<file path="config.mk">
export PLATFORM = sky130hd
export DESIGN_NAME = checksum_engine_flat
export DESIGN_NICKNAME = d
export VERILOG_FILES = /design/src/rtl/checksum_engine_if.sv /design/src/rtl/checksum_engine.sv /design/src/flat_wrapper.sv
export SDC_FILE = /design/constraint.sdc
export NUM_CORES = 1
export LEC_CHECK = 0
export ABC_AREA = 1
export BUFFER_PORTS_ARGS = -buffer_cell sky130_fd_sc_hd__buf_2
export CORE_AREA = 2 2 76 78
export DETAILED_ROUTE_END_ITERATION = 8
export DIE_AREA = 0 0 78 80
export HOLD_SLACK_MARGIN = 0.05
export PLACE_DENSITY = 0.89
export SYNTH_ARGS = -nofsm -noshare
export SYNTH_HDL_FRONTEND = slang
export SYNTH_SLANG_ARGS = --single-unit
</file>
<file path="constraint.sdc">
create_clock -name clk -period 3.7 [get_ports clk]
set_input_delay 0.37 -clock clk [delete_from_list [all_inputs] [get_ports clk]]
set_output_delay 0.37 -clock clk [all_outputs]
set_load 0.1 [all_outputs]
</file>
<file path="src/rtl/checksum_engine_if.sv">
// Control and RAM read-port bundle for checksum_engine.
// slave = the engine, master = the HLSM plus RAM side that drives it.
interface checksum_engine_if #(
    parameter int ADDR_W = 4,
    parameter int DATA_W = 8,
    parameter int CNT_W  = 16
);
    logic              start;
    logic              abort;
    logic              mode;
    logic [ADDR_W-1:0] base_addr;
    logic [ADDR_W:0]   length;
    logic              mem_rd_en;
    logic [ADDR_W-1:0] mem_addr;
    logic [DATA_W-1:0] mem_rdata;
    logic              busy;
    logic              done;
    logic              aborted;
    logic [DATA_W-1:0] checksum;
    logic              sum_ok;
    logic [CNT_W-1:0]  cycle_count;

    modport slave (
        input  start, abort, mode, base_addr, length, mem_rdata,
        output mem_rd_en, mem_addr, busy, done, aborted, checksum, sum_ok, cycle_count
    );

    modport master (
        output start, abort, mode, base_addr, length, mem_rdata,
        input  mem_rd_en, mem_addr, busy, done, aborted, checksum, sum_ok, cycle_count
    );
endinterface

</file>
<file path="src/rtl/checksum_engine.sv">
// Walks a RAM window through a synchronous-read port, sums words mod 2^DATA_W and
// returns the two's-complement checksum (generate) or a zero-sum flag (verify).
module checksum_engine #(
    parameter int DATA_W = 8,
    parameter int ADDR_W = 4,
    parameter int DEPTH  = 16,
    parameter int RD_LAT = 1,
    parameter int CNT_W  = 16
) (
    input  logic              clk,
    input  logic              reset_n,
    checksum_engine_if.slave  bus
);
    typedef enum logic [1:0] {IDLE, ISSUE, DRAIN, DONE} state_t;

    localparam logic [ADDR_W:0]   DEPTH_L = (ADDR_W+1)'(DEPTH);
    localparam logic [ADDR_W:0]   REM_ONE = (ADDR_W+1)'(1);
    localparam logic [ADDR_W-1:0] ADDR_LAST = ADDR_W'(DEPTH - 1);
    localparam logic [2:0]        DRN_LAST = 3'(RD_LAT - 1);

    state_t              state_q;
    logic [ADDR_W:0]     rem_q;
    logic [2:0]          drn_q;
    logic [RD_LAT-1:0]   vld_pipe_q;
    logic [DATA_W-1:0]   acc_q, acc_d;
    logic                mode_q;
    logic                busy_q, done_q, aborted_q, rd_en_q, sum_ok_q;
    logic [ADDR_W-1:0]   addr_q;
    logic [DATA_W-1:0]   checksum_q;
    logic [CNT_W-1:0]    cnt_q;

    logic [ADDR_W:0]     n_len;
    logic [ADDR_W-1:0]   first_addr;

    assign n_len      = (bus.length > DEPTH_L) ? DEPTH_L : bus.length;
    assign first_addr = ADDR_W'(32'(bus.base_addr) % DEPTH);

    // The oldest pipeline slot lines up with the RAM data of the matching read.
    always_comb begin
        acc_d = acc_q;
        if (vld_pipe_q[RD_LAT-1]) acc_d = acc_q + bus.mem_rdata;
    end

    always_ff @(posedge clk) begin
        if (!reset_n) begin
            state_q    <= IDLE;
            rem_q      <= '0;
            drn_q      <= '0;
            vld_pipe_q <= '0;
            acc_q      <= '0;
            mode_q     <= 1'b0;
            busy_q     <= 1'b0;
            done_q     <= 1'b0;
            aborted_q  <= 1'b0;
            rd_en_q    <= 1'b0;
            sum_ok_q   <= 1'b0;
            addr_q     <= '0;
            checksum_q <= '0;
            cnt_q      <= '0;
        end else begin
            done_q     <= 1'b0;
            aborted_q  <= 1'b0;
            vld_pipe_q <= (vld_pipe_q << 1) | RD_LAT'(rd_en_q);
            acc_q      <= acc_d;
            if (busy_q && (cnt_q != '1)) cnt_q <= cnt_q + CNT_W'(1);

            case (state_q)
                IDLE: begin
                    if (bus.start) begin
                        mode_q     <= bus.mode;
                        acc_q      <= '0;
                        cnt_q      <= '0;
                        vld_pipe_q <= '0;
                        if (n_len == '0) begin
                            state_q    <= DONE;
                            done_q     <= 1'b1;
                            checksum_q <= '0;
                            sum_ok_q   <= bus.mode;
                        end else begin
                            state_q <= ISSUE;
                            busy_q  <= 1'b1;
                            rd_en_q <= 1'b1;
                            addr_q  <= first_addr;
                            rem_q   <= n_len;
                        end
                    end
                end
                ISSUE: begin
                    if (bus.abort) begin
                        state_q    <= IDLE;
                        busy_q     <= 1'b0;
                        rd_en_q    <= 1'b0;
                        aborted_q  <= 1'b1;
                        vld_pipe_q <= '0;
                    end else if (rem_q == REM_ONE) begin
                        state_q <= DRAIN;
                        rd_en_q <= 1'b0;
                        drn_q   <= '0;
                    end else begin
                        rem_q  <= rem_q - REM_ONE;
                        addr_q <= (addr_q == ADDR_LAST) ? '0 : addr_q + ADDR_W'(1);
                    end
                end
                DRAIN: begin
                    if (bus.abort) begin
                        state_q    <= IDLE;
                        busy_q     <= 1'b0;
                        aborted_q  <= 1'b1;
                        vld_pipe_q <= '0;
                    end else if (drn_q == DRN_LAST) begin
                        state_q    <= DONE;
                        busy_q     <= 1'b0;
                        done_q     <= 1'b1;
                        checksum_q <= ~acc_d + DATA_W'(1);
                        sum_ok_q   <= mode_q & (acc_d == '0);
                    end else begin
                        drn_q <= drn_q + 3'd1;
                    end
                end
                DONE: state_q <= IDLE;
                default: state_q <= IDLE;
            endcase
        end
    end

    assign bus.busy        = busy_q;
    assign bus.done        = done_q;
    assign bus.aborted     = aborted_q;
    assign bus.mem_rd_en   = rd_en_q;
    assign bus.mem_addr    = addr_q;
    assign bus.checksum    = checksum_q;
    assign bus.sum_ok      = sum_ok_q;
    assign bus.cycle_count = cnt_q;
endmodule

</file>
<file path="src/flat_wrapper.sv">
// flat-port wrapper written by rule: the top's interface ports become plain ports
module checksum_engine_flat 
#(
    parameter int DATA_W = 8,
    parameter int ADDR_W = 4,
    parameter int DEPTH  = 16,
    parameter int RD_LAT = 1,
    parameter int CNT_W  = 16
)
  (clk, reset_n, bus_start, bus_abort, bus_mode, bus_base_addr, bus_length, bus_mem_rdata, bus_mem_rd_en, bus_mem_addr, bus_busy, bus_done, bus_aborted, bus_checksum, bus_sum_ok, bus_cycle_count);
  checksum_engine_if #(.ADDR_W(ADDR_W), .DATA_W(DATA_W), .CNT_W(CNT_W)) bus_i ();
  input  logic clk;
  input  logic reset_n;
  input wire logic [$bits(bus_i.start)-1:0] bus_start;
  input wire logic [$bits(bus_i.abort)-1:0] bus_abort;
  input wire logic [$bits(bus_i.mode)-1:0] bus_mode;
  input wire logic [$bits(bus_i.base_addr)-1:0] bus_base_addr;
  input wire logic [$bits(bus_i.length)-1:0] bus_length;
  input wire logic [$bits(bus_i.mem_rdata)-1:0] bus_mem_rdata;
  output wire logic [$bits(bus_i.mem_rd_en)-1:0] bus_mem_rd_en;
  output wire logic [$bits(bus_i.mem_addr)-1:0] bus_mem_addr;
  output wire logic [$bits(bus_i.busy)-1:0] bus_busy;
  output wire logic [$bits(bus_i.done)-1:0] bus_done;
  output wire logic [$bits(bus_i.aborted)-1:0] bus_aborted;
  output wire logic [$bits(bus_i.checksum)-1:0] bus_checksum;
  output wire logic [$bits(bus_i.sum_ok)-1:0] bus_sum_ok;
  output wire logic [$bits(bus_i.cycle_count)-1:0] bus_cycle_count;
  assign bus_i.start = bus_start;
  assign bus_i.abort = bus_abort;
  assign bus_i.mode = bus_mode;
  assign bus_i.base_addr = bus_base_addr;
  assign bus_i.length = bus_length;
  assign bus_i.mem_rdata = bus_mem_rdata;
  assign bus_mem_rd_en = bus_i.mem_rd_en;
  assign bus_mem_addr = bus_i.mem_addr;
  assign bus_busy = bus_i.busy;
  assign bus_done = bus_i.done;
  assign bus_aborted = bus_i.aborted;
  assign bus_checksum = bus_i.checksum;
  assign bus_sum_ok = bus_i.sum_ok;
  assign bus_cycle_count = bus_i.cycle_count;
  checksum_engine #(.DATA_W(DATA_W), .ADDR_W(ADDR_W), .DEPTH(DEPTH), .RD_LAT(RD_LAT), .CNT_W(CNT_W)) u_core (.clk(clk), .reset_n(reset_n), .bus(bus_i));
endmodule
</file>
==> metrics.md <==
| Metric | Value |
|---|---|
| Final Power | `0.00250 W` |
| Placed instance count | `around 560` |
| DIE HEIGHT | `80 um` |
| Die outline width | `78 um` |
| Area share of the largest cell type after synthesis | `0.334` |
| Crit path time final | `roughly 2200 ps` |
| Slew margin rel. | `0.475` |
| Met3 wire len | `448 um` |
| Starting DRC count in detailed routing | `178` |
| Synth Flop Type | `dfxtp_1` |
| Critical Path RT | `3940 ps` |
| Die Area | `approximately 6200 um2` |
| Wire length per cell | `around 12 um` |
| Setup TNS | `0 ps` |
| Num CTS Buffers | `5` |
| Final Max Tran Viols | `0` |
| Finished Layout Cells | `roughly 570` |
| Grt total ovfl | `0` |
| Seq/Total Area, Yosys | `0.334` |
| Synth cell types | `45` |
| # IOs | `55` |
| Final setup viols | `0` |
| Unrepaired setup endpoints after global routing | `false` |
| Worst Setup Start Kind | `register` |
| CTS tree | `done` |
| Vias per cell | `5.42` |
| Leading area contributor after synthesis | `dfxtp_1` |
| Cell Area, Synth | `3180 um2` |
| FFs w/ async S/R, synth | `0` |
| Status | `finished, final reports clean` |
| Clock skew | `5.78 ps` |
| Mux contribution to synthesized area | `0` |
| Wl on met1 | `3080 um` |
| PD cells | `694 nW/um2` |
| Critical path arrival | `2470 ps` |
| Top post-synthesis cells by area | `dfxtp_1 (33%), nand2_1 (9.9%), ha_1 (7.1%)` |
| FP Rows | `27` |
| Total routed wirelength | `roughly 7000 um` |
| Initial antenna violation count | `0` |
| Uppermost layer routed | `met4` |
| First-pass detailed-route iteration total | `5` |
| Flops & latches, synth | `between 50 and 60` |
| Routability congestion estimate | `around 0.9` |
| CP Class | `register to register` |
| Critical Path Sink Type | `register` |
| Gr usage total | `0.230` |
| Fin. Hold Viols | `0` |
| Synth Area in Adders | `0.0772` |
| Critical Path Fanout Max | `12` |
| Fmax | `448 MHz` |
| Count of buffers from port buffering | `54` |
| Synth Area in Compound Gates | `0.138` |
| Hold slack | `a little over 300 ps` |
| Initial core utilization | `0.588` |
| EDFF count, synth | `0` |
| P&R area growth vs syn | `13.2%` |
| Simple-Gate Fraction of Synth Area | `0.328` |
| Largest net degree at the start of global routing | `25` |
| Most frequent cell after synthesis | `nand2_1` |
| Hold WC Path Type | `input pin to register` |
| Period utilisation layout | `0.603` |
| Hold Buf Count CTS | `0` |
| Ant diodes | `0` |
| Syn Nets | `484` |
| Core area | `approximately 5400 um2` |
| Setup Buffers After CTS | `0` |
| First-pass GRT wire length | `11600 um` |
| Worst skew pair latency | `310 ps` |
| Clock buffer depth | `2` |
| Mean Syn Cell Area | `7.17 um2` |
| H-tree lvl count | `2` |
| Yosys synthesis warning count | `0` |
| Synth top cells by count | `nand2_1 (84), nor2_1 (56), dfxtp_1 (53)` |
| P_leak | `1.65 nW` |
| CTS clock-pin slew for the worst setup and hold paths | `90 ps` |
| Vias in the first global route | `2724` |
| Area share of xor/xnor cells in the synthesized design | `0.0414` |
| VDD IR max | `0.909 mV` |
| Clock Sinks | `53` |
| Met2 Routed Length | `3390 um` |
| Mapped Cells | `443` |
| Root Buffer | `clkbuf_8` |
| DPL Wire Length | `5320 um` |
| Antenna Nets Post-Route | `0` |
| Share of cells above drive strength 1 | `0.214` |
| DR DRC count | `0` |
| Via count | `3072` |
| Resize count post-CTS | `0` |
| Tightest Pin Transition | `785 ps` |
| Final nets | `535` |
| Max-cap violations | `0` |
| Largest family of logic cells by synthesized area | `simple AND/OR/NAND/NOR gates` |
[registers in the layout, summed over array words and instances, names as in the netlist, 2 cells and up]
name	flops
u_core.acc_q	8
u_core.state_q	2
u_core.bus.checksum	8
u_core.bus.mem_addr	4
u_core.bus.cycle_count	16
u_core.drn_q	3
u_core.rem_q	5
[layout by cell type, fill, tap and decap left out, types with 2 or more instances in the layout]
| cell type | n |
|---|---|
| o21ai_1 | 3 |
| a22oi_1 | 2 |
| nor3_2 | 2 |
| a31oi_1 | 6 |
| nor2_1 | 56 |
| nand3b_1 | 2 |
| clkbuf_8 | 6 |
| dfxtp_1 | 53 |
| or2_2 | 8 |
| inv_1 | 44 |
| xnor2_1 | 6 |
| nand3_1 | 42 |
| nand4_1 | 3 |
| nand2_1 | 84 |
| a21oi_1 | 19 |
| ha_1 | 18 |
| inv_2 | 7 |
| xor2_1 | 9 |
| a211oi_2 | 2 |
| nor3_1 | 4 |
| nor4_1 | 4 |
| o21ai_0 | 22 |
| nand3_2 | 3 |
| nand2_2 | 5 |
| buf_2 | 54 |
| a211oi_1 | 4 |
| nor2_2 | 8 |
[cells by family after synthesis]
logic type / count (synthesis)
AO/OA/AOI/OAI: 69
XOR/XNOR: 15
adder cells (fa/ha/maj): 19
buffers and inverters: 62
flip-flops: 53
AND/OR/NAND/NOR: 225
[per-layer routing]
| layer | global-route usage | vias to the layer above |
|---|---|---|
| li1 | - | 1550 |
| met1 | 0.288 | 1410 |
| met2 | 0.406 | 107 |
| met3 | 0.0351 | 5 |
| met4 | 0.0719 | 0 |
| met5 | 0 | - |
[area by class of cell]
type	count	area, um2
clock buffer	7	86.3
clock inverter	1	30.0
fill	496	1810
inverter	52	200
multi-input combinational	328	1860
sequential	53	1060
tap	72	90.1
timing repair buffer	54	270
[power by group]
| part | internal, W | switching (W) |
|---|---|---|
| registers | 0.000673 | 0.0000978 |
| clock network | 0.000221 | 0.000188 |
| logic | 0.000352 | 0.000963 |
[through the flow]
step	utilization	worst slack, ps	area (um2)
floorplan	-	1280	3180
global placement	0.644	1390	3480
detailed placement	0.644	1310	3480
CTS	0.665	1480	3600
global route	0.665	1190	3600
finish	0.665	1470	3600
[worst max-delay path, stage by stage (launching register included)]
cell and delay [ps]:
dfxtp_1 350, inv_1 90, ha_1 250, inv_2 110, nor2_2 170, inv_2 80, o22ai_2 90, nand3_1 370
nor2_2 350, nand3_1 140, a21oi_1 150
[worst paths after layout]
kind	startpoint	to	slack, ps	cells past startpoint
hold reg to reg	u_core.bus.checksum[5]	u_core.bus.checksum[5]	470	2
setup / recovery	u_core.state_q[0]	u_core.bus.checksum[3]	1470	10
hold / removal	bus_base_addr[0]	u_core.bus.mem_addr[0]	310	3
setup reg to reg	u_core.state_q[0]	u_core.bus.checksum[3]	1470	10
Note: power is estimated with default switching activity, not from simulation.
